==> config.mk <==
export PLATFORM = sky130hd
export DESIGN_NAME = memory_access_flat
export DESIGN_NICKNAME = d
export VERILOG_FILES = /design/src/rtl/memory_access_pkg.sv /design/src/rtl/memory_access_if.sv /design/src/rtl/memory_access_load_extend.sv /design/src/rtl/memory_access.sv /design/src/flat_wrapper.sv
export SDC_FILE = /design/constraint.sdc
export NUM_CORES = 1
export LEC_CHECK = 0
export BUFFER_PORTS_ARGS = -buffer_cell sky130_fd_sc_hd__buf_2
export CORE_MARGIN = 2
export CORE_UTILIZATION = 30
export CTS_BUF_LIST = sky130_fd_sc_hd__clkbuf_4 sky130_fd_sc_hd__clkbuf_8
export CTS_CLUSTER_DIAMETER = 40
export DETAILED_ROUTE_END_ITERATION = 12
export GPL_TIMING_DRIVEN = 0
export PLACE_DENSITY = 0.57
export SLEW_MARGIN = 0
export SYNTH_ARGS = -nofsm -noshare
export SYNTH_HDL_FRONTEND = slang
export SYNTH_SLANG_ARGS = --single-unit
export TNS_END_PERCENT = 30
==> constraint.sdc <==
create_clock -name clk -period 3.8 [get_ports clk]
set_input_delay 0.57 -clock clk [delete_from_list [all_inputs] [get_ports clk]]
set_output_delay 0.57 -clock clk [all_outputs]
set_load 0.005 [all_outputs]
==> src/rtl/memory_access_pkg.sv <==
// memory_access_pkg
//   Shared types and helpers for the MEM pipeline stage.
//   mem_op_t   : memory operation carried down from EX
//   msize_t    : data-bus transfer size
//   helpers    : load/store classification, transfer size, alignment,
//                byte strobes and lane replication for store data
package memory_access_pkg;

   typedef enum logic [3:0] {
      MEM_NONE = 4'd0,
      MEM_LB   = 4'd1,
      MEM_LBU  = 4'd2,
      MEM_LH   = 4'd3,
      MEM_LHU  = 4'd4,
      MEM_LW   = 4'd5,
      MEM_SB   = 4'd6,
      MEM_SH   = 4'd7,
      MEM_SW   = 4'd8
   } mem_op_t;

   typedef enum logic [1:0] {
      MSIZE_BYTE = 2'd0,
      MSIZE_HALF = 2'd1,
      MSIZE_WORD = 2'd2
   } msize_t;

   function automatic logic mem_op_is_load(mem_op_t op);
      return op inside {MEM_LB, MEM_LBU, MEM_LH, MEM_LHU, MEM_LW};
   endfunction

   function automatic logic mem_op_is_store(mem_op_t op);
      return op inside {MEM_SB, MEM_SH, MEM_SW};
   endfunction

   function automatic msize_t mem_op_size(mem_op_t op);
      case (op)
         MEM_LH, MEM_LHU, MEM_SH: return MSIZE_HALF;
         MEM_LW, MEM_SW:          return MSIZE_WORD;
         default:                 return MSIZE_BYTE;
      endcase
   endfunction

   function automatic logic mem_op_misaligned(mem_op_t op, logic [1:0] offset);
      case (mem_op_size(op))
         MSIZE_HALF: return offset[0];
         MSIZE_WORD: return offset != 2'b00;
         default:    return 1'b0;
      endcase
   endfunction

   function automatic logic [3:0] mem_op_strobe(mem_op_t op, logic [1:0] offset);
      if (!mem_op_is_store(op)) return 4'b0000;
      case (mem_op_size(op))
         MSIZE_BYTE: return 4'b0001 << offset;
         MSIZE_HALF: return 4'b0011 << offset;
         default:    return 4'b1111;
      endcase
   endfunction

   // Replicate the store operand across all lanes so the bus can pick
   // whichever lanes the strobe enables.
   function automatic logic [31:0] mem_lane_data(msize_t size, logic [31:0] d);
      case (size)
         MSIZE_BYTE: return {4{d[7:0]}};
         MSIZE_HALF: return {2{d[15:0]}};
         default:    return d;
      endcase
   endfunction

endpackage

==> src/rtl/memory_access_if.sv <==
// memory_access_if
//   Data-bus request/response bundle between the MEM stage and memory.
//   master : MEM stage (drives dreq_*, receives dresp_*)
//   slave  : memory side
//   dreq_valid/addr/size/strobe/data : request, held until dresp_addr_ok
//   dresp_addr_ok : request accepted
//   dresp_data_ok : transfer finished; dresp_data valid for loads
interface memory_access_if;
   import memory_access_pkg::*;

   logic        dreq_valid;
   logic [31:0] dreq_addr;
   msize_t      dreq_size;
   logic [3:0]  dreq_strobe;
   logic [31:0] dreq_data;
   logic        dresp_addr_ok;
   logic        dresp_data_ok;
   logic [31:0] dresp_data;

   modport master (
      output dreq_valid, dreq_addr, dreq_size, dreq_strobe, dreq_data,
      input  dresp_addr_ok, dresp_data_ok, dresp_data
   );

   modport slave (
      input  dreq_valid, dreq_addr, dreq_size, dreq_strobe, dreq_data,
      output dresp_addr_ok, dresp_data_ok, dresp_data
   );

endinterface

==> src/rtl/memory_access_load_extend.sv <==
// memory_access_load_extend
//   Combinational load alignment: shifts the addressed byte/half down to
//   bit 0 and sign- or zero-extends according to the load kind.
//   op     : load operation
//   offset : address bits [1:0]
//   raw    : word returned by the bus
//   result : value for the register file
module memory_access_load_extend
   import memory_access_pkg::*;
(
   input  mem_op_t     op,
   input  logic [1:0]  offset,
   input  logic [31:0] raw,
   output logic [31:0] result
);

   logic [31:0] w;

   always_comb begin
      w = raw >> {offset, 3'b000};
      case (op)
         MEM_LB:  result = {{24{w[7]}}, w[7:0]};
         MEM_LBU: result = {24'd0, w[7:0]};
         MEM_LH:  result = {{16{w[15]}}, w[15:0]};
         MEM_LHU: result = {16'd0, w[15:0]};
         default: result = w;
      endcase
   end

endmodule

==> src/rtl/memory_access.sv <==
// memory_access
//   MEM pipeline stage. Takes the EX result, performs at most one data-bus
//   transaction at a time, and emits a registered one-cycle writeback record.
//   clk, reset                 : clock, synchronous active-high reset
//   in_valid/in_ready          : EX handshake (in_ready low stalls EX)
//   memop, rd_in, alu_out, store_data : instruction from EX
//   bus                        : data-bus master port
//   wb_valid/wb_wen/wb_rd/wb_result   : writeback record
//   misalign                   : address fault flag, pulses with wb_valid
//
// state | meaning
// IDLE  | ready for a new instruction
// ADDR  | request on the bus, waiting for addr_ok
// DATA  | request accepted, waiting for data_ok
module memory_access
   import memory_access_pkg::*;
(
   input  logic                 clk,
   input  logic                 reset,
   input  logic                 in_valid,
   output logic                 in_ready,
   input  mem_op_t              memop,
   input  logic [4:0]           rd_in,
   input  logic [31:0]          alu_out,
   input  logic [31:0]          store_data,
   memory_access_if.master      bus,
   output logic                 wb_valid,
   output logic                 wb_wen,
   output logic [4:0]           wb_rd,
   output logic [31:0]          wb_result,
   output logic                 misalign
);

   typedef enum logic [1:0] {S_IDLE, S_ADDR, S_DATA} state_t;

   state_t      state_q, state_d;
   mem_op_t     op_q;
   logic [31:0] addr_q, data_q;
   logic [4:0]  rd_q;

   logic        accept_mem;
   logic        done;
   logic        wb_valid_d, wb_wen_d, misalign_d;
   logic [4:0]  wb_rd_d;
   logic [31:0] wb_result_d;
   logic [31:0] load_result;

   memory_access_load_extend u_load_extend (
      .op     (op_q),
      .offset (addr_q[1:0]),
      .raw    (bus.dresp_data),
      .result (load_result)
   );

   assign in_ready        = (state_q == S_IDLE);
   assign bus.dreq_valid  = (state_q == S_ADDR);
   assign bus.dreq_addr   = addr_q;
   assign bus.dreq_size   = mem_op_size(op_q);
   assign bus.dreq_strobe = mem_op_strobe(op_q, addr_q[1:0]);
   assign bus.dreq_data   = mem_lane_data(mem_op_size(op_q), data_q);

   always_ff @(posedge clk) begin
      if (reset) begin
         state_q   <= S_IDLE;
         op_q      <= MEM_NONE;
         addr_q    <= '0;
         data_q    <= '0;
         rd_q      <= '0;
         wb_valid  <= 1'b0;
         wb_wen    <= 1'b0;
         wb_rd     <= '0;
         wb_result <= '0;
         misalign  <= 1'b0;
      end else begin
         state_q   <= state_d;
         wb_valid  <= wb_valid_d;
         wb_wen    <= wb_wen_d;
         wb_rd     <= wb_rd_d;
         wb_result <= wb_result_d;
         misalign  <= misalign_d;
         if (accept_mem) begin
            op_q   <= memop;
            addr_q <= alu_out;
            data_q <= store_data;
            rd_q   <= rd_in;
         end
      end
   end

   always_comb begin
      state_d     = state_q;
      accept_mem  = 1'b0;
      done        = 1'b0;
      wb_valid_d  = 1'b0;
      wb_wen_d    = 1'b0;
      misalign_d  = 1'b0;
      wb_rd_d     = wb_rd;
      wb_result_d = wb_result;

      case (state_q)
         S_IDLE: begin
            if (in_valid) begin
               if (memop == MEM_NONE) begin
                  wb_valid_d  = 1'b1;
                  wb_wen_d    = (rd_in != 5'd0);
                  wb_rd_d     = rd_in;
                  wb_result_d = alu_out;
               end else if (mem_op_misaligned(memop, alu_out[1:0])) begin
                  // Faulting address is reported as the result; no bus access.
                  wb_valid_d  = 1'b1;
                  misalign_d  = 1'b1;
                  wb_rd_d     = rd_in;
                  wb_result_d = alu_out;
               end else begin
                  accept_mem = 1'b1;
                  state_d    = S_ADDR;
               end
            end
         end
         S_ADDR: begin
            if (bus.dresp_addr_ok) begin
               if (bus.dresp_data_ok) begin
                  done    = 1'b1;
                  state_d = S_IDLE;
               end else begin
                  state_d = S_DATA;
               end
            end
         end
         S_DATA: begin
            if (bus.dresp_data_ok) begin
               done    = 1'b1;
               state_d = S_IDLE;
            end
         end
         default: state_d = S_IDLE;
      endcase

      if (done) begin
         wb_valid_d  = 1'b1;
         wb_wen_d    = mem_op_is_load(op_q) && (rd_q != 5'd0);
         wb_rd_d     = rd_q;
         wb_result_d = mem_op_is_load(op_q) ? load_result : data_q;
      end
   end

endmodule

==> src/flat_wrapper.sv <==
// flat-port wrapper written by rule: the top's interface ports become plain ports
module memory_access_flat import memory_access_pkg::*;
  (clk, reset, in_valid, in_ready, memop, rd_in, alu_out, store_data, wb_valid, wb_wen, wb_rd, wb_result, misalign, bus_dreq_valid, bus_dreq_addr, bus_dreq_size, bus_dreq_strobe, bus_dreq_data, bus_dresp_addr_ok, bus_dresp_data_ok, bus_dresp_data);
  memory_access_if bus_i ();
  input  logic clk;
  input  logic reset;
  input  logic in_valid;
  output logic in_ready;
  input  mem_op_t memop;
  input  logic [4:0] rd_in;
  input  logic [31:0] alu_out;
  input  logic [31:0] store_data;
  output logic wb_valid;
  output logic wb_wen;
  output logic [4:0] wb_rd;
  output logic [31:0] wb_result;
  output logic misalign;
  output wire logic [$bits(bus_i.dreq_valid)-1:0] bus_dreq_valid;
  output wire logic [$bits(bus_i.dreq_addr)-1:0] bus_dreq_addr;
  output wire logic [$bits(bus_i.dreq_size)-1:0] bus_dreq_size;
  output wire logic [$bits(bus_i.dreq_strobe)-1:0] bus_dreq_strobe;
  output wire logic [$bits(bus_i.dreq_data)-1:0] bus_dreq_data;
  input wire logic [$bits(bus_i.dresp_addr_ok)-1:0] bus_dresp_addr_ok;
  input wire logic [$bits(bus_i.dresp_data_ok)-1:0] bus_dresp_data_ok;
  input wire logic [$bits(bus_i.dresp_data)-1:0] bus_dresp_data;
  assign bus_dreq_valid = bus_i.dreq_valid;
  assign bus_dreq_addr = bus_i.dreq_addr;
  assign bus_dreq_size = bus_i.dreq_size;
  assign bus_dreq_strobe = bus_i.dreq_strobe;
  assign bus_dreq_data = bus_i.dreq_data;
  assign bus_i.dresp_addr_ok = bus_dresp_addr_ok;
  assign bus_i.dresp_data_ok = bus_dresp_data_ok;
  assign bus_i.dresp_data = bus_dresp_data;
  memory_access u_core (.clk(clk), .reset(reset), .in_valid(in_valid), .in_ready(in_ready), .memop(memop), .rd_in(rd_in), .alu_out(alu_out), .store_data(store_data), .bus(bus_i), .wb_valid(wb_valid), .wb_wen(wb_wen), .wb_rd(wb_rd), .wb_result(wb_result), .misalign(misalign));
endmodule
# Word-level counts from Yosys, hierarchy flattened
# Index checks and enable logic that the tools add are counted.
[totals]
reg_bits = 115
input_bits = 110
output_inout_bits = 112
word_cells = 107
[op_classes]
n_eq_ne = 24
shift = 3
n_mux = 48
n_bitwise = 2
reduce_logical = 20
[op_table]
columns = ["op", "n"]
rows = [
  ["2-to-1 mux 32 bit", 6],
  ["one-hot mux 32 bit (4 select lines)", 1],
  ["one-hot mux 32 bit (2 select lines)", 1],
  ["right shift 32 x 5 -> 32 bit", 1],
  ["equality test 4 x 3 -> 1 bit (second input constant)", 7],
  ["2-to-1 mux 5 bit", 5],
  ["2-to-1 mux 2 bit", 10],
  ["2-to-1 mux 1 bit", 18],
  ["nonzero test 5 bit", 3],
  ["equality test 4 x 2 -> 1 bit (second input constant)", 3],
  ["equality test 2 x 1 -> 1 bit (second input constant)", 4],
  ["equality test 4 bit (second input constant)", 2],
  ["!= test 2 bit (second input constant)", 4],
  ["one-hot mux 2 bit (2 select lines)", 2],
  ["one-hot mux 4 bit (2 select lines)", 1],
  ["logical NOT 2 bit", 3],
  ["one-hot mux 2 bit (3 select lines)", 1],
  ["nonzero test 2 bit", 3],
  ["nonzero test 3 bit", 2],
  ["OR reduction 3 bit", 2],
  ["AND reduction 5 bit", 1],
  ["equality test 2 bit (second input constant)", 2],
  ["equality test 4 x 1 -> 1 bit (second input constant)", 1],
  ["logical NOT 4 bit", 1],
  ["10 further kinds", 13],
]

# Longest topological paths before layout
# Gate-level depths: netlist of run 1.
[depth]
depth_word = 16
depth_mapped = 12
ltp_nobuf = 10

# By module
# A second synthesis of run 1 with hierarchy kept.
[unflattened]
cells_unflattened = 814
area_unflattened_um2 = 6555.0
[modules_own_cells]
columns = ["mod", "n_inst", "cells_per_inst", "area_per_inst_um2", "seq_area_each_um2"]
rows = [
  ["memory_access", 1, 707, 5799.3, 2302.2],
  ["memory_access_load_extend", 1, 107, 755.7, 0.0],
]

# Worst setup path before layout of run 1
# Ideal clock, no wire load.
[synth_path]
path_type = "input-to-reg"
startpoint = "input memop[0]"
endpoint = "register u_core.wb_result[23]"
setup_time_ps = 137
t_arrival_ps = 2310
t_required_ps = 3663
setup_slack_ps = 1353
cell_stages = 11
cell_sequence = "nor2_1 nand2_1 a21o_1 ha_1 nand2b_1 o22a_1 a21oi_2 buf_6 buf_8 mux2i_1 a211oi_2"
[synth_via]
elab_chain_len = 13
elab_cells_between_ends = 24
cone_classes = "7 x eq/ne; 12 x mux; 5 x reduce/logical"
[synth_rtl]
columns = ["item", "line", "rtl"]
rows = [
  ["start: declaration", "flat_wrapper.sv:9", "input mem_op_t memop;"],
  ["equality test 4 x 2 -> 1 bit, or another cell as far along", "memory_access_pkg.sv:36", "case (op)"],
  ["OR reduction 3 bit / OR reduction 2 bit (equally long branches)", "memory_access_pkg.sv:36", ""],
  ["one-hot mux 2 bit (2 select lines)", "memory_access_pkg.sv:36", ""],
  ["2-to-1 mux 2 bit", "memory_access.sv:103", "if (memop == MEM_NONE) begin"],
  ["2-to-1 mux 2 bit", "memory_access.sv:102", "if (in_valid) begin"],
  ["2-to-1 mux 2 bit", "memory_access.sv:100", "case (state_q)"],
  ["equality test 2 bit / equality test 2 x 1 -> 1 bit (equally long branches)", "memory_access_pkg.sv:44", "case (mem_op_size(op))"],
  ["one-hot mux 1 bit (2 select lines)", "memory_access_pkg.sv:44", ""],
  ["2-to-1 mux 1 bit", "memory_access.sv:103", ""],
  ["2-to-1 mux 1 bit", "memory_access.sv:102", ""],
  ["2-to-1 mux 1 bit", "memory_access.sv:100", ""],
  ["nonzero test 3 bit (no line)", "n/a", ""],
  ["AND reduction 3 bit (no line)", "n/a", ""],
  ["end signal: assignment", "memory_access.sv:79", "wb_result <= wb_result_d;"],
  ["end: declaration", "memory_access.sv:30", "output logic [31:0] wb_result,"],
]
# Parallel ways exist; a longest one is shown, timed or not. The select of a mux whose other input is x is not followed.
# A chain may end at the register's enable or synchronous reset.

# Worst setup path after layout of run 1
[layout_path]
startpoint = "register u_core.op_q[3]"
endpoint = "output bus_dreq_data[23]"
[layout_via]
elab_chain_len = 5
elab_cells_between_ends = 11
cone_classes = "6 x eq/ne; 2 x mux; 3 x reduce/logical"
[layout_rtl]
columns = ["item", "line", "rtl"]
rows = [
  ["start: declaration", "memory_access.sv:37", "mem_op_t op_q;"],
  ["start signal: assignment", "memory_access.sv:82", "op_q <= memop;"],
  ["equality test 4 x 3 -> 1 bit, or another cell as far along", "memory_access_pkg.sv:36", ""],
  ["OR reduction 3 bit / OR reduction 2 bit (equally long branches)", "memory_access_pkg.sv:36", ""],
  ["one-hot mux 2 bit (2 select lines) (*)", "memory_access_pkg.sv:36", ""],
  ["equality test 2 x 1 -> 1 bit / logical NOT 2 bit (equally long branches)", "memory_access_pkg.sv:63", "case (size)"],
  ["one-hot mux 32 bit (2 select lines) (*)", "memory_access_pkg.sv:63", ""],
  ["end: declaration", "flat_wrapper.sv:22", "output wire logic [$bits(bus_i.dreq_data)-1:0] bus_dreq_data;"],
]
# Every way passes the cells marked *; elsewhere a longest branch is shown, timed or not.

==> results.py, run 1 <==
metrics = {
    "cts": {
        "h-tree-depth": 4,
        "path_clk_slew_ns": 0.08,
        "clk_path_buf_depth": 2,
        "cts_num_sinks": 115,
        "post-cts-setup-buffers": 0,
        "postCtsHoldBufs": 0,
        "insertion_delay_ns": 0.45,
        "cts_buffers": 17,
        "cts-root-buf": "clkbuf_8",
        "cts_tree": "done",
        "cts_resized": 0,
    },
    "synth": {
        "yosys.area_share.simple_pct": 19.1,
        "synth_cell_types": 54,
        "synth_edf_count": 0,
        "synth_nets": 851,
        "synth_seq_cells": 115,
        "yosysSeqAreaShare_pct": 38.8,
        "muxShareOfSynthArea_pct": 11.0,
        "async_flop_share_pct": 0,
        "postSynthCellCount": 736,
        "yosys.area_share.xor_xnor_pct": 0.148,
        "syn_avg_cell_area_um2": 8.06,
        "synthAdderAreaFrac_pct": 1.05,
        "synth_top_family_by_area": "compound AO/OA/AOI/OAI gates",
        "netlist_area_um2": 5930,
        "synth_warnings": 0,
        "synthFlopType": "dfxtp_1",
        "synth-compound-area-share_pct": 23.6,
    },
    "grt": {
        "grt_pass1_wl_um": 35000,
        "first_global_vias": 5940,
        "overflow": 0,
        "gr-usage-all-layers_pct": 23.1,
        "grt_max_degree": 17,
        "antenna_found_initial": 3,
    },
    "floorplan": {
        "core_um2": 19500,
        "rows": 51,
        "dieWidth_um": 145,
        "start_util_pct": 30.5,
        "num_io_pins": 222,
        "die_area_um2": 20900,
        "die_y_um": 145,
    },
    "setup_path": {
        "path_class": "register to output pin",
        "crit_fanout": 10,
        "r2r_start": "u_core.state_q[0]$_SDFFE_PP0P_",
        "end_kind": "output pin",
        "timing.reg2reg.setup_slack_ns": 1.27,
        "r2r-end": "u_core.wb_result[0]$_SDFFE_PP0P_",
        "cp.arrival_ns": 2.78,
        "cp.required_ns": 3.23,
        "start_kind": "register",
        "r2r_cells": 8,
    },
    "status": {
        "status": "finished clean",
    },
    "sta": {
        "slew_violations": 0,
        "rsz0062_at_grt": "no",
        "hold_viol": 0,
        "slew_headroom_pct": 46.6,
        "finalSetupTns_ns": 0,
        "max_freq_ghz": 0.299,
        "fin_skew_ns": 0.0148,
        "setup_viol": 0,
        "fin_crit_ns": 3.35,
        "fin_crit_sh_pct": 88.1,
        "worst-slew-pin-transition_ns": 0.801,
    },
    "final_layout": {
        "fillers": 2014,
        "fin_cells": 1254,
        "area_delta_synth_final_pct": 32.2,
        "drive_above_1_share_pct": 30.7,
        "seqCellArea_um2": 2300,
        "nNetsFinal": 1090,
        "multi_input_area_um2": 3250,
    },
    "placement": {
        "port_buffers": 220,
        "dpl.hpwl_um": 19200,
        "placed_cells": 1221,
        "place.gp.congestion": 0.942,
    },
    "flow_run": {
        "cap_violations": 0,
    },
    "hold_path": {
        "hold_class": "input port to register",
        "min_to": "u_core.data_q[3]$_SDFFE_PP0P_",
        "worstHoldPathCells": 3,
        "hold_start": "store_data[3]",
    },
    "routing": {
        "vias": 6262,
        "drt_iter0_drc": 410,
        "drc": 0,
        "vias_per_cell": 4.99,
        "wl_per_cell_um": 19.5,
        "drt_pre_antenna_iters": 5,
        "drtAntennaViolNets": 0,
        "finalWirelength_um": 24400,
    },
    "pwr": {
        "vdd_drop_max_v": 0.000201,
        "leakagePower_nw": 3.39,
        "p_per_area_nw_per_um2": 466,
    },
}
[cell usage in the layout (no fill, tap or decap), types with 3 or more instances in the layout]
cell type and n:
nor4_1 3, nand2_1 192, a221oi_1 13, a22oi_1 14, a2111oi_2 8, nor3_1 6, or3b_1 3, nor2_1 32
nand2b_1 5, a211oi_1 39, dfxtp_1 115, nand3b_1 3, o21ai_0 17, clkbuf_1 36, o21a_1 10, inv_1 7
a21oi_1 81, clkinvlp_4 3, buf_4 9, buf_2 239, o21ai_1 7, nor2b_1 9, bufinv_16 4, mux2_1 9
clkbuf_8 24, ha_1 5, mux2i_1 53
[worst max path at each step]
stage                                startpoint                               endpoint  cells past startpoint
CTS                 u_core.op_q[3]$_SDFFE_PP0P_                      bus_dreq_data[23]                      6
floorplan                              memop[0]      u_core.wb_result[23]$_SDFFE_PP0P_                     11
detailed placement                     memop[0]  u_core.bus.dreq_addr[27]$_SDFFE_PP0P_                     12
global route        u_core.op_q[3]$_SDFFE_PP0P_                      bus_dreq_data[23]                      6
finish              u_core.op_q[3]$_SDFFE_PP0P_                      bus_dreq_data[23]                      6
global placement                       memop[0]  u_core.bus.dreq_addr[25]$_SDFFE_PP0P_                     12
[flip-flops by register name (all words and copies together) (netlist names)]
signal                count
u_core.bus.dreq_addr     32
u_core.data_q            32
u_core.misalign           1
u_core.op_q               4
u_core.rd_q               5
u_core.state_q            2
u_core.wb_rd              5
u_core.wb_result         32
u_core.wb_valid           1
u_core.wb_wen             1
[metal layers]
| layer | GRT usage, % | routed length, um | vias to the layer above |
|---|---|---|---|
| li1 | - | - | 3079 |
| met1 | 30.8 | 10900 | 2869 |
| met2 | 36.2 | 11100 | 270 |
| met3 | 5.17 | 1750 | 42 |
| met4 | 8.89 | 641 | 2 |
| met5 | 0 | 12 | - |
[logic make-up after synthesis]
kind of cell | count (synthesis)
simple gates | 266
mux | 64
fa+ha+maj | 5
compound gates | 208
flops | 115
buf+inv | 77
xor+xnor | 1
[synth_stat cells, drive strengths merged, types with 2 or more instances]
library cell / n / share of area, %
or2: 4 / 0.42
a221oi: 14 / 2.2
nor2b: 9 / 0.95
mux2i: 53 / 8.9
buf: 33 / 3.6
nand2b: 5 / 0.53
clkbuf: 36 / 2.3
or3b: 4 / 0.59
a2111oi: 8 / 2.0
inv: 8 / 0.51
nand3b: 3 / 0.38
nor4: 3 / 0.32
a211oi: 40 / 5.1
o21ai: 24 / 2.0
o31ai: 2 / 0.25
nor2: 32 / 2.0
a31oi: 2 / 0.21
a21oi: 83 / 7.1
nand2: 192 / 12
a21o: 2 / 0.25
o21a: 10 / 1.3
dfxtp: 115 / 39
or4b: 2 / 0.34
ha: 5 / 1.1
nor3: 7 / 0.67
or4: 2 / 0.32
o221ai: 2 / 0.30
a22oi: 14 / 1.8
mux2: 11 / 2.1
[final cells by class]
cell class                 count  share of cell area, %
sequential                   115                   29.4
clock inverter                 7                   1.82
inverter                       8                  0.383
timing repair buffer         220                   14.0
multi-input combinational    544                   41.5
clock buffer                  24                   4.21
tap                          265                   4.23
buffer                        69                   4.42
antenna                        2                 0.0638
[where the power goes]
part	switching (W)	internal, W	total (W)
Clock	0.000528	0.000835	0.00136
Combinational	0.000544	0.000344	0.000888
Sequential	0.0000926	0.00131	0.00141
[metrics by stage]
step / worst slack, ns / utilization, % / hold slack, ns / total power (W) / area [um2]
global placement: 0.467 / 37.8 / 0.439 / 0.00231 / 7370
CTS: 0.432 / 40.3 / 0.340 / 0.00366 / 7840
global route: 0.278 / 40.3 / 0.337 / 0.00383 / 7840
detailed placement: 0.514 / 37.8 / 0.444 / 0.00231 / 7370
finish: 0.451 / 40.3 / 0.356 / 0.00366 / 7840
floorplan: 1.35 / - / 0.444 / 0.00191 / 5930
[critical path, cell delays in order (launching register included)]
cell and delay [ns]:
dfxtp_1 0.33, clkbuf_1 0.31, or3b_1 0.42, a21oi_2 0.41
buf_2 0.32, mux2_1 0.39, buf_2 0.14
(Power assumes the default switching activity.)
==> run 2: changes to the inputs <==
- PLACE_DENSITY: 0.57 -> 0.56
- SETUP_SLACK_MARGIN: unset -> 0.05
- SYNTH_HIERARCHICAL: unset -> 1
==> run 2 against run 1 <==
Against the previous run: wire length is 9.4% higher; combinational power is 5.0% higher; fmax is 6.3% higher.
==> results.py, run 2 <==
metrics = {
    "grt": {
        "grt_pass1_wl_um": 40300,
        "overflow": 0,
        "gr-usage-all-layers_pct": 22.4,
        "antenna_found_initial": 0,
        "first_global_vias": 6936,
        "grt_max_degree": 17,
    },
    "synth": {
        "synth_edf_count": 0,
        "yosysSeqAreaShare_pct": 35.1,
        "postSynthCellCount": 814,
        "muxShareOfSynthArea_pct": 6.53,
        "synth_warnings": 6,
        "synthAdderAreaFrac_pct": 0.954,
        "netlist_area_um2": 6560,
        "synthTopCellsByCount": "nand3_1, o21ai_0, dfxtp_1",
        "yosysTopAreaCellShare_pct": 35.1,
        "synth_nets": 929,
        "yosys.area_share.simple_pct": 19.1,
        "synthFlopType": "dfxtp_1",
        "yosysMostFrequentCell": "nand3_1",
        "synth_area_leaders": "dfxtp_1, nand3_1, o21ai_0, a21oi_1, a32o_1",
        "syn_avg_cell_area_um2": 8.05,
        "synth-compound-area-share_pct": 30.6,
        "yosys.area_share.xor_xnor_pct": 0.134,
        "yosysTopAreaCell": "dfxtp_1",
        "synth_seq_cells": 115,
        "async_flop_share_pct": 0,
        "synth_cell_types": 58,
        "synth_top_family_by_area": "compound AO/OA/AOI/OAI gates",
    },
    "floorplan": {
        "die_y_um": 152,
        "num_io_pins": 222,
        "rows": 54,
        "die_area_um2": 23000,
        "core_um2": 21600,
        "dieWidth_um": 152,
        "start_util_pct": 30.3,
    },
    "sta": {
        "worst-slew-pin-transition_ns": 0.667,
        "fin_skew_ns": 0.0135,
        "setup_viol": 0,
        "max_freq_ghz": 0.318,
        "rsz0062_at_grt": "no",
        "fin_crit_sh_pct": 82.9,
        "fin_crit_ns": 3.15,
        "slew_headroom_pct": 55.5,
        "worst_slack_ns": 0.651,
        "hold_viol": 0,
        "finalSetupTns_ns": 0,
        "slew_violations": 0,
    },
    "final_layout": {
        "nNetsFinal": 1168,
        "final_common_cell": "buf_2",
        "fin_cells": 1346,
        "fillers": 2344,
        "drive_above_1_share_pct": 32.9,
        "area_delta_synth_final_pct": 27.9,
        "layout_common_cells": "buf_2, nand3_1, o21ai_0, dfxtp_1, a21oi_1",
        "n_antenna_cell": 0,
        "fin_area_um2": 8380,
    },
    "flow_run": {
        "cap_violations": 0,
    },
    "setup_path": {
        "r2r_start": "u_core/bus.dreq_addr[1]$_SDFFE_PP0P_",
        "start_kind": "register",
        "cpMostUsedCell": "buf_4",
        "path_cells": "buf_4, or3b_1, a21oi_4, buf_4, mux2_2, buf_2",
        "path_class": "register to output pin",
        "crit_fanout": 10,
        "end_kind": "output pin",
        "r2r_cells": 8,
        "cp_slowest_cell": "dfxtp_1",
        "timing.reg2reg.setup_slack_ns": 1.36,
        "cp.arrival_ns": 2.58,
        "r2r-end": "u_core/wb_result[23]$_SDFFE_PP0P_",
        "cp.required_ns": 3.23,
        "cpPeakStageDelay_ns": 0.42,
    },
    "cts": {
        "insertion_delay_ns": 0.45,
        "cts_buffers": 17,
        "postCtsHoldBufs": 0,
        "cts_tree": "done",
        "path_clk_slew_ns": 0.08,
        "h-tree-depth": 4,
        "clk_path_buf_depth": 2,
        "cts-root-buf": "clkbuf_8",
        "cts_resized": 0,
        "cts_num_sinks": 115,
        "post-cts-setup-buffers": 0,
    },
    "pwr": {
        "p_total_w": 0.00340,
        "vdd_drop_max_v": 0.000202,
        "leakagePower_nw": 3.62,
        "p_per_area_nw_per_um2": 406,
    },
    "placement": {
        "dpl.hpwl_um": 20900,
        "dp_slack_ns": 0.932,
        "placed_cells": 1314,
        "port_buffers": 220,
        "place.gp.congestion": 0.912,
        "place_area_um2": 8010,
    },
    "hold_path": {
        "min_to": "u_core/data_q[14]$_SDFFE_PP0P_",
        "worstHoldPathCells": 3,
        "hold_class": "input port to register",
        "hold_start": "store_data[14]",
    },
    "routing": {
        "drt_iter0_drc": 640,
        "drc": 0,
        "vias": 7318,
        "drt_pre_antenna_iters": 7,
        "drtAntennaViolNets": 0,
        "vias_per_cell": 5.44,
        "wl_per_cell_um": 19.8,
        "finalWirelength_um": 26700,
    },
    "status": {
        "status": "finished clean",
    },
}
==> run 2: cell types whose count changed after synthesis, moves of 12 or more <==
cell	previous run	this run
nor2_1	32	8
clkbuf_1	36	49
a211oi_1	39	17
a22oi_1	14	1
a32o_1	0	30
nand2_1	192	19
or2_2	2	30
mux2i_1	53	24
mux2_2	2	14
nand3_1	1	138
o21ai_0	17	125
a21o_1	2	19
a221oi_1	13	1
==> run 2: cell type report <==
type,instances,area [um2],area share (%)
clock buffer,21,270,3.22
timing repair buffer,220,1100,13.1
tap,280,350,4.18
inverter,11,41.3,0.493
sequential,115,2300,27.5
buffer,94,453,5.40
clock inverter,11,106,1.27
multi-input combinational,594,3760,44.8
==> run 2: kinds of logic (layout without fill, tap and decap cells) <==
group	after synthesis	after routing
compound gates	316	316
fa+ha+maj	5	5
buf+inv	105	357
xor+xnor	1	1
flops	115	115
simple gates	232	232
mux	40	40
==> run 2: worst max path at each step <==
stage / endpoint / start / cells past startpoint
3_3_place_gp: u_core/data_q[18]$_SDFFE_PP0P_ / memop[0] / 11
6_report: bus_dreq_data[16] / u_core/op_q[3]$_SDFFE_PP0P_ / 6
5_1_grt: bus_dreq_data[23] / u_core/op_q[3]$_SDFFE_PP0P_ / 6
2_1_floorplan: bus_dreq_data[16] / u_core/op_q[3]$_SDFFE_PP0P_ / 5
4_1_cts: bus_dreq_data[16] / u_core/op_q[3]$_SDFFE_PP0P_ / 6
3_5_place_dp: u_core/bus.dreq_addr[17]$_SDFFE_PP0P_ / memop[0] / 11
==> run 2: through the flow <==
step | util [%] | hold slack, ns
CTS | 38.8 | 0.337
global route | 38.8 | 0.357
detailed placement | 37.0 | 0.449
floorplan | - | 0.460
global placement | 37.0 | 0.444
finish | 38.8 | 0.361
==> run 2: routing by layer <==
| metal | routed length [um] | share of wire [%] | track usage (%) |
|---|---|---|---|
| met3 | 1860 | 7.0 | 5.08 |
| met1 | 11900 | 44 | 29.7 |
| met5 | 0 | 0 | 0 |
| met2 | 12400 | 46 | 36.4 |
| met4 | 614 | 2.3 | 6.94 |
==> run 2: power by group <==
group	switching, W	internal (W)	leakage, nW
clock	0.000548	0.000558	0.187
sequential	0.0000738	0.00129	0.939
combinational	0.000564	0.000368	2.50
total	0.00119	0.00222	3.62
==> run 2: critical path, delay by kind of cell (launching register included) <==
family / cells / cell delay [ns]
buf+inv: 3 / 0.63
mux: 1 / 0.37
simple gates: 1 / 0.41
flops: 1 / 0.42
compound gates: 1 / 0.29
==> run 3: changes to the inputs <==
- PLACE_DENSITY: 0.56 -> 0.58
- clock period: 3.8 -> 2.87 ns (I/O delays scaled with it)
==> run 3 against run 2 <==
Against the previous run: hold slack worse by 0.15 ns; die area unchanged; cell count up 0.30%; via count up 1.0%; combinational power up 34%; total power up 43%; global-route usage up 0.14 points; utilization up 0.68 points; sequential power up 33%; final area up 1.7%.
==> results.py, run 3 (same netlist as run 2, synthesis figures left out) <==
metrics = {
    "routing": {
        "drt_pre_antenna_iters": 5,
        "vias": 7394,
        "drtAntennaViolNets": 0,
        "wl_per_cell_um": 20.0,
        "vias_per_cell": 5.48,
        "finalWirelength_um": 27000,
        "drc": 0,
        "drt_iter0_drc": 674,
    },
    "pwr": {
        "vdd_drop_max_v": 0.000270,
        "leakagePower_nw": 3.69,
        "p_per_area_nw_per_um2": 572,
    },
    "sta": {
        "max_freq_ghz": 0.363,
        "rsz0062_at_grt": "no",
        "finalSetupTns_ns": 0,
        "slew_headroom_pct": 61.3,
        "setup_viol": 0,
        "fin_crit_sh_pct": 96.1,
        "worst-slew-pin-transition_ns": 0.580,
        "fin_skew_ns": 0.0106,
        "hold_viol": 0,
        "worst_slack_ns": 0.112,
        "fin_crit_ns": 2.76,
        "slew_violations": 0,
    },
    "cts": {
        "insertion_delay_ns": 0.47,
        "cts-root-buf": "clkbuf_8",
        "path_clk_slew_ns": 0.08,
        "postCtsHoldBufs": 0,
        "h-tree-depth": 4,
        "cts_tree": "done",
        "clk_path_buf_depth": 2,
        "cts_num_sinks": 115,
        "cts_buffers": 17,
    },
    "setup_path": {
        "cpPeakStageDelay_ns": 0.41,
        "cp.required_ns": 2.44,
        "crit_fanout": 10,
        "cpLargestDelayFamily": "simple AND/OR/NAND/NOR gates",
        "cp_slowest_cell": "or3b_4",
        "cp.arrival_ns": 2.33,
        "path_cells": "buf_6, or3b_4, a21oi_4, nor2_4, buf_6, mux2_4, buf_2",
        "path_buf_inv": 3,
        "cpMostUsedCell": "buf_6",
        "path_class": "register to output pin",
        "start_kind": "register",
        "end_kind": "output pin",
    },
    "final_layout": {
        "seqCellArea_um2": 2310,
        "multi_input_area_um2": 3760,
        "n_antenna_cell": 0,
        "final_common_cell": "buf_2",
        "area_delta_synth_final_pct": 30.1,
        "layout_common_cells": "buf_2, nand3_1, o21ai_0, dfxtp_1, a21oi_1",
        "fillers": 2333,
        "nNetsFinal": 1172,
        "drive_above_1_share_pct": 33.5,
    },
    "placement": {
        "place.gp.congestion": 0.880,
        "dp_slack_ns": 0.138,
        "dpl.hpwl_um": 20900,
        "port_buffers": 220,
    },
    "floorplan": {
        "rows": 54,
        "dieWidth_um": 152,
        "core_um2": 21600,
        "die_area_um2": 23000,
        "start_util_pct": 30.3,
        "num_io_pins": 222,
        "die_y_um": 152,
    },
    "grt": {
        "overflow": 0,
        "first_global_vias": 7000,
        "grt_pass1_wl_um": 40600,
        "antenna_found_initial": 0,
        "grt_max_degree": 17,
        "gr-usage-all-layers_pct": 22.6,
    },
    "flow_run": {
        "cap_violations": 0,
    },
    "hold_path": {
        "hold_class": "input port to register",
    },
    "status": {
        "status": "finished clean",
    },
}
-- run 3: metrics by stage --
step	area (um2)	util (%)	std cells	hold slack [ns]	total power, W
2_1_floorplan	6560	-	814	0.460	0.00256
3_3_place_gp	8010	37.0	1314	0.443	0.00304
3_5_place_dp	8010	37.0	1314	0.450	0.00305
4_1_cts	8520	39.4	1349	0.192	0.00488
5_1_grt	8530	39.5	1350	0.216	0.00510
6_report	8530	39.5	1350	0.213	0.00488
-- run 3: layout make-up --
class	instances	share of cell area, %
Inverter	11	0.484
Clock inverter	11	2.35
Buffer	94	5.49
Sequential cell	115	27.0
Clock buffer	21	3.17
Tap cell	280	4.11
Multi-Input combinational cell	594	44.1
Timing Repair Buffer	224	13.3
-- run 3: worst reg2reg max path, cell delays in order, from the launching register on --
cell and delay (ns):
dfxtp_1 0.32, inv_1 0.12, ha_1 0.26, and2_1 0.14, buf_2 0.25, buf_1 0.48, buf_1 0.46, nand3_1 0.16
a21oi_1 0.15
-- run 3: worst paths after layout --
path	from	cells past startpoint	slack (ns)	to
setup reg to reg	u_core/state_q[1]$_SDFFE_PP0P_	8	0.46	u_core/data_q[17]$_SDFFE_PP0P_
hold reg to reg	u_core/wb_result[20]$_SDFFE_PP0P_	1	0.46	u_core/wb_result[20]$_SDFFE_PP0P_
setup / recovery	u_core/op_q[0]$_SDFFE_PP0P_	7	0.11	bus_dreq_data[12]
hold / removal	store_data[13]	3	0.21	u_core/data_q[13]$_SDFFE_PP0P_
-- run 3: power by group --
part           switching [W]  internal, W  total (W)
Sequential         0.0000969      0.00171    0.00181
Combinational       0.000755     0.000497    0.00125
Clock               0.000727      0.00109    0.00182
Total                0.00158      0.00330    0.00488
-- run 3: layer usage --
layer  up-vias  wire (um)  track usage, %
met2       315      12600            36.4
met1      3530      11700            29.6
met4         0        748            8.23
met5         -          0               0
li1       3506          -               -
met3        43       1950            5.11
-- run 3: repair_timing --
item	CTS	global route
setup buffers	2	1
gates resized for setup	8	1
endpoints found under the setup margin	24	5
pin swaps	2	2
cloned	1	0
